**src/rtl/uart_tx_sched.sv**
```systemverilog
// SFR-mapped UART transmit scheduler: buffers CPU bytes in a FIFO and feeds
// them to simpleuart one frame at a time, with a status SFR and sticky irq.
module uart_tx_sched #(
    parameter logic [7:0]  SFR_DATA_ADDR = 8'h99,
    parameter logic [7:0]  SFR_STAT_ADDR = 8'h98,
    parameter int unsigned FIFO_AW       = 3
) (
    input  logic                 iclk,
    input  logic                 rst,
    input  logic                 ram_wr_en_sfr,
    input  logic [7:0]           ram_wr_addr,
    input  logic [7:0]           ram_wr_byte,
    input  logic                 ram_rd_en_sfr,
    input  logic [7:0]           ram_rd_addr,
    output logic [7:0]           ram_rd_byte,
    input  logic [1:0]           uart_state,
    output logic                 uart_wr_en,
    output logic [7:0]           uart_wr_byte,
    output logic [FIFO_AW:0]     fifo_count,
    output logic                 irq
);

    localparam int unsigned DEPTH = 1 << FIFO_AW;
    localparam int unsigned CW    = FIFO_AW + 1;

    typedef enum logic [1:0] {
        ST_IDLE      = 2'd0,
        ST_ISSUE     = 2'd1,
        ST_WAIT_BUSY = 2'd2,
        ST_WAIT_DONE = 2'd3
    } state_t;

    state_t               state;
    logic [7:0]           mem [DEPTH];
    logic [FIFO_AW-1:0]   wr_ptr;
    logic [FIFO_AW-1:0]   rd_ptr;
    logic [CW-1:0]        count;
    logic [CW-1:0]        count_nxt;
    logic                 tx_done;
    logic                 ovf;

    logic                 uart_idle;
    logic                 fifo_empty;
    logic                 fifo_full;
    logic                 pop;
    logic                 push_req;
    logic                 push_ok;
    logic                 push_drop;
    logic                 stat_wr;
    logic                 done_set;
    logic                 tx_done_nxt;
    logic                 ovf_nxt;
    logic [7:0]           status;

    assign fifo_count = count;

    // Datapath decode: FIFO handshake, flag set/clear, status assembly
    always_comb begin
        uart_idle   = (uart_state == 2'd0);
        fifo_empty  = (count == '0);
        fifo_full   = (count == CW'(DEPTH));
        pop         = (state == ST_IDLE) && !fifo_empty && uart_idle;
        push_req    = ram_wr_en_sfr && (ram_wr_addr == SFR_DATA_ADDR);
        push_ok     = push_req && (!fifo_full || pop);
        push_drop   = push_req && !push_ok;
        stat_wr     = ram_wr_en_sfr && (ram_wr_addr == SFR_STAT_ADDR);
        done_set    = (state == ST_WAIT_DONE) && uart_idle && fifo_empty;
        // A set event in the same cycle as a clear wins
        tx_done_nxt = done_set  || (tx_done && !(stat_wr && ram_wr_byte[4]));
        ovf_nxt     = push_drop || (ovf     && !(stat_wr && ram_wr_byte[3]));
        status      = {3'b000, tx_done, ovf, (state != ST_IDLE), fifo_empty, fifo_full};

        count_nxt = count;
        if (push_ok && !pop) begin
            count_nxt = count + CW'(1);
        end else if (!push_ok && pop) begin
            count_nxt = count - CW'(1);
        end
    end

    // FIFO storage; contents need no reset since count gates visibility
    always_ff @(posedge iclk) begin
        if (!rst && push_ok) begin
            mem[wr_ptr] <= ram_wr_byte;
        end
    end

    // Control state, pointers, flags and registered outputs
    always_ff @(posedge iclk) begin
        if (rst) begin
            state        <= ST_IDLE;
            wr_ptr       <= '0;
            rd_ptr       <= '0;
            count        <= '0;
            uart_wr_en   <= 1'b0;
            uart_wr_byte <= 8'h00;
            ram_rd_byte  <= 8'h00;
            ovf          <= 1'b0;
            tx_done      <= 1'b0;
            irq          <= 1'b0;
        end else begin
            if (push_ok) begin
                wr_ptr <= wr_ptr + FIFO_AW'(1);
            end
            if (pop) begin
                rd_ptr <= rd_ptr + FIFO_AW'(1);
            end
            count   <= count_nxt;
            tx_done <= tx_done_nxt;
            ovf     <= ovf_nxt;
            irq     <= tx_done_nxt || ovf_nxt;

            if (ram_rd_en_sfr) begin
                ram_rd_byte <= (ram_rd_addr == SFR_STAT_ADDR) ? status : 8'h00;
            end

            uart_wr_en <= 1'b0;
            case (state)
                ST_IDLE: begin
                    if (pop) begin
                        uart_wr_byte <= mem[rd_ptr];
                        uart_wr_en   <= 1'b1;
                        state        <= ST_ISSUE;
                    end
                end
                ST_ISSUE: begin
                    state <= ST_WAIT_BUSY;
                end
                ST_WAIT_BUSY: begin
                    if (!uart_idle) begin
                        state <= ST_WAIT_DONE;
                    end
                end
                ST_WAIT_DONE: begin
                    if (uart_idle) begin
                        state <= ST_IDLE;
                    end
                end
                default: begin
                    state <= ST_IDLE;
                end
            endcase
        end
    end

endmodule

```
**config.mk**
```make
export PLATFORM = sky130hd
export DESIGN_NAME = uart_tx_sched
export DESIGN_NICKNAME = d
export VERILOG_FILES = /design/src/rtl/uart_tx_sched.sv
export SDC_FILE = /design/constraint.sdc
export NUM_CORES = 1
export LEC_CHECK = 0
export ABC_AREA = 1
export CELL_PAD_IN_SITES_DETAIL_PLACEMENT = 0
export CELL_PAD_IN_SITES_GLOBAL_PLACEMENT = 1
export CORE_UTILIZATION = 40
export DETAILED_ROUTE_END_ITERATION = 10
export GPL_TIMING_DRIVEN = 0
export MAX_ROUTING_LAYER = met4
export PLACE_DENSITY = 0.86
export SLEW_MARGIN = 0
export SYNTH_ARGS = -nofsm -noshare
export SYNTH_HDL_FRONTEND = slang
export SYNTH_SLANG_ARGS = --single-unit
```
**constraint.sdc**
```tcl
create_clock -name iclk -period 2.6 [get_ports iclk]
set_input_delay 0.39 -clock iclk [delete_from_list [all_inputs] [get_ports iclk]]
set_output_delay 0.39 -clock iclk [all_outputs]
set_load 0.01 [all_outputs]
```
[Word-level counts from Yosys, hierarchy flattened]
Memories as Yosys holds them, arrays and structs flattened. A register that Yosys moved wholly into a read port is not among the register bits.
Cells that the tools add are included.
Storage, ports and cells
  bits in registers: 24
  output and inout port bits: 22
  input bits: 30
  memory bits (writable): 64
  logic and storage cells: 69
  memories: 1
Cells by class
  equality and inequality tests: 10
  bitwise logic cells: 1
  reductions and logical operators: 34
  mux-type cells: 10
  add/subtract/negate cells: 4
Memory list
  mem: words 8, bits a word 8, rd ports 1, clocked after memory_dff 1, wr ports 1, line 34  | logic [7:0] mem [DEPTH];
Operators by type and width (number)
  $eq 8x8->1 const B: 3
  $logic_and 1x1->1: 15
  $mux 4: 2
  $pmux 2 s4: 1
  $logic_not 1->1: 7
  $add 3x1->3 const B: 2
  $mux 2: 3
  $ne 2x2->1 const B: 3
  $mux 5: 1
  $add 4x1->4 const B: 1
  $eq 2x2->1 const B: 2
  $eq 4x4->1 const B: 1
  $logic_not 2->1: 2
  $logic_not 4->1: 1
  $logic_or 1x1->1: 4
  $reduce_bool 2->1: 2
  $sub 4x1->4 const B: 1
  $mux 1: 3
  $reduce_and 3->1: 1
  $eq 2x1->1 const B: 1
  $reduce_and 2->1: 1
  $reduce_or 2->1: 1
  $not 1->1: 1

[Longest topological paths before layout]
  word-level depth: 10
  mapped depth: 15
  gate-level depth less buffers: 15

[Worst setup path before layout]
OpenSTA, ideal clock, no wires.
  path kind: reg2reg
  start point: register state[0]
  end point: register count[3], in the netlist fifo_count[3]
  clock period less this slack: 2.128 ns
  cell stages (with the launch flop): 16
  slack: 0.472 ns
  library setup time: 0.132 ns
  data arrival time: 1.995 ns
  buffers on the path: 0
  data required time: 2.468 ns
  path through: dfxtp_1 -> inv_1 -> ha_1 -> nand2_4 -> nand2_4 -> inv_4 -> nor2_4 -> ha_1 -> inv_1 -> ha_1 -> a21oi_1 -> nand2_1 -> nand2_1 -> nand2_1 -> nand2_1 -> a21oi_1
Between the ends
  longest elaborated chain between the ends: 8
  elaborated cells between the ends (all ways): 11
  those cells by class: mux (1); reduce/logical (10)
RTL lines
  start, declared: line 33  | state_t state;
  start signal, assigned: line 91  | state <= ST_IDLE;
  start signal, assigned: line 123  | state <= ST_ISSUE;
  start signal, assigned: line 127  | state <= ST_WAIT_BUSY;
  $logic_not 2->1 *: line 62  | pop = (state == ST_IDLE) && !fifo_empty && uart_idle;
  $logic_and 1x1->1 * (2 in a row): line 62
  $logic_or 1x1->1: line 64  | push_ok = push_req && (!fifo_full || pop);
  $logic_and 1x1->1: line 64
  $logic_not 1->1: line 76  | end else if (!push_ok && pop) begin
  $logic_and 1x1->1: line 76
  $reduce_bool 2->1 (no line)
  end signal, assigned: line 108  | count <= count_nxt;
  end, declared: line 37  | logic [CW-1:0] count;
Mark *: on every way between the ends. The rest lies on a longest branch, timed or not.
A chain may end at the register's enable or synchronous reset.

[Worst setup path after layout]
Ends and elaborated chain as after synthesis.

==> summary.txt <==
Placement
  • Detailed Place HPWL: 6560 microns
  • Post-DP Area: 0.00499 sq mm
  • Placed cell count: 653
  • Port buffer count: 47
  • Place WS: -0.138 ns
  • GPL Wtd Cong: 0.800

Final layout
  • Antenna Cells: 0
  • Most frequent cells in the layout: nand2_1 (116), inv_1 (78), edfxtp_1 (64), nand3_1 (62), clkdlybuf4s50_1 (47)
  • Final Net Count: 567
  • Final Cell Area: 0.00517 sq mm
  • P&R area growth vs syn: 19.0%
  • Final core occ: 49.6%
  • Layout cells sized above 1: 10.5%
  • Fin cells: 669
  • Commonest non-fill, non-tap cell in the layout: nand2_1

Pwr
  • Power per cell area: 566 mW/mm^2
  • Total power: 2.93 mW
  • Static Leak: 2.13 nW
  • Worst vdd ir: 0.230 mV

STA
  • Clock skew: 0.0204 ns
  • Setup WS post-layout: 0.205 ns
  • Slew HR: 43.8%
  • Setup tns final: 0 ns
  • Pins over their slew limit: 0
  • Unrepaired setup endpoints after global routing: false
  • Fin crit period: 2.39 ns
  • WHS: 0.427 ns
  • Final period utilization: 92.1%
  • Maximum clock rate: 418 MHz
  • Final Hold Vio Count: 0
  • Setup violators final: 0
  • Least-Margin Pin Slew: 0.840 ns

Job
  • Max_cap viols: 0

Synthesis
  • Post-synth cell types: 33
  • Synthesized instance count: 468
  • Synthesized area: 0.00435 sq mm
  • Post-synthesis mux area share: 0%
  • Post-synthesis sequential area ratio: 57.6%
  • Post-Synth Adder-Cell Area: 2.76%
  • Compound-gate portion of the synthesized area: 4.32%
  • Warnings, synthesis: 0
  • Syn Area/Cell: 9.29 sq um
  • Seq cells post-synth: 93
  • Main combinational cell family by area after synthesis: simple AND/OR/NAND/NOR gates
  • Top FF cell, synth: edfxtp_1
  • EDFF count, synth: 64
  • Post-Synth Simple-Gate Area: 23.7%
  • Post-synthesis xor/xnor area fraction: 0.605%
  • Async SR Flop Fraction: 0%

Route
  • TritonRoute pass-1 iters: 4
  • DRC errors left: 0
  • Final WL: 9070 microns
  • Vias per cell: 4.72
  • Wirelength per Cell: 13.6 microns
  • DRT iter0 DRCs: 132
  • Final ANT Viol Nets: 0
  • Vias: 3157

Floorplan
  • Die area: 0.0113 sq mm
  • Initial Util: 41.7%
  • Die Y: 106 microns
  • Row count: 37
  • Core Area: 0.0104 sq mm
  • Num ports: 52
  • Die Width: 106 microns

Worst setup path
  • Worst setup EP type: flip-flop
  • Crit Path Class: reg2reg
  • Crit path DAT: 2.63 ns
  • Crit Path Max Fanout: 5
  • Critical Path Source Type: flip-flop
  • Worst path required time: 2.83 ns

GRT
  • Vias in the first global route: 3173
  • Total GRT Usage: 18.1%
  • Largest net degree at the start of global routing: 17
  • Overflow after GRT: 0
  • Initial antenna violation count: 0
  • First-pass GRT wire length: 15200 microns

Worst hold path
  • Hold Crit Class: in2reg

Clock tree
  • TritonCTS buffer count: 9
  • Clock buffer depth: 2
  • Hold buffer count at cts: 0
  • Setup bufs post-CTS: 0
  • CTS sink count: 93
  • # H-tree levels: 3
  • CTS tree: built
  • Latest clock arrival within the worst-skew pair: 0.37 ns
  • Clock transition at the registers of the reported paths: 0.09 ns
  • Clock root cell: clkbuf_8

Status
  • Status: finished, final reports clean
[power breakdown]
group          switching [mW]  leakage [nW]  total [mW]  internal (mW)
Clock                   0.507        0.0751       0.859          0.352
Combinational           0.256          1.25       0.442          0.186
Sequential             0.0216         0.810        1.63           1.60
Total                   0.785          2.13        2.93           2.14
[sequential cells by signal (all words and copies together), names as in the netlist]
name and cells:
fifo_count 4, ovf 1, wr_ptr 3, rd_ptr 3, state 2, uart_wr_en 1
irq 1, uart_wr_byte 8, mem 64, ram_rd_byte 5, tx_done 1
[logic make-up (layout without fill, tap and decap cells)]
| kind of cell | count (synthesis) | after routing |
|---|---|---|
| flops | 93 | 93 |
| compound gates | 37 | 37 |
| other cells | 1 | 3 |
| xor+xnor | 3 | 3 |
| simple gates | 224 | 224 |
| fa+ha+maj | 9 | 9 |
| buf+inv | 101 | 164 |
[cell type report]
| class | instances | area, sq um |
|---|---|---|
| Multi-Input combinational cell | 276 | 1380 |
| Inverter | 83 | 324 |
| Sequential cell | 93 | 2500 |
| Buffer | 18 | 151 |
| Timing Repair Buffer | 47 | 470 |
| Tap cell | 136 | 170 |
| Clock buffer | 10 | 128 |
| Fill cell | 993 | 5250 |
| Clock inverter | 6 | 47.5 |
[what timing repair did]
action | in CTS | in global routing
endpoints found under the setup margin | 0 | 1
resized for setup | 0 | 1
hold endpoints to repair | 0 | 0
[synth_stat cells (all sizes together), types with 2 or more instances]
library cell	n	area share (%)
nor2	26	3.0
edfxtp	64	44
o21ai	11	1.3
a21oi	25	2.9
dfxtp	29	13
ha	8	2.3
nand2	127	12
nor3	3	0.35
inv	82	7.4
xor2	2	0.40
clkbuf	2	0.17
buf	16	3.3
nand3	63	7.5
nand4	4	0.72
[worst paths after layout]
check	from	end	slack, ns	depth (start not counted)
worst max-delay path	state[0]$_SDFFE_PP0P_	fifo_count[3]$_SDFFE_PP0P_	0.21	15
worst min-delay path	ram_rd_en_sfr	ram_rd_byte[4]$_SDFFE_PP0P_	0.43	2
worst max register to register	state[0]$_SDFFE_PP0P_	fifo_count[3]$_SDFFE_PP0P_	0.21	15
worst min register to register	uart_wr_byte[5]$_SDFFE_PP0P_	uart_wr_byte[5]$_SDFFE_PP0P_	0.47	2
[worst max-delay path, cell delays in order, from the launching register on]
cell and delay [ns]:
dfxtp_1 0.33, inv_1 0.12, ha_2 0.29, nand2_4 0.07, nand2_4 0.11, inv_4 0.05, nor2_4 0.19, ha_1 0.22
inv_1 0.09, ha_1 0.32, a21oi_1 0.18, nand2_1 0.07, nand2_1 0.06, nand2_1 0.05, nand2_1 0.05, a21oi_1 0.06
[routing by layer]
metal  GRT usage, %  vias to the layer above  share of wire [%]
met4           7.74                        0                2.7
met3           3.19                       14                4.3
met2           30.0                       74                 50
li1               -                     1612                  -
met5              -                        -                  0
met1           21.6                     1457                 43
Note: power is estimated with default switching activity, not from simulation.
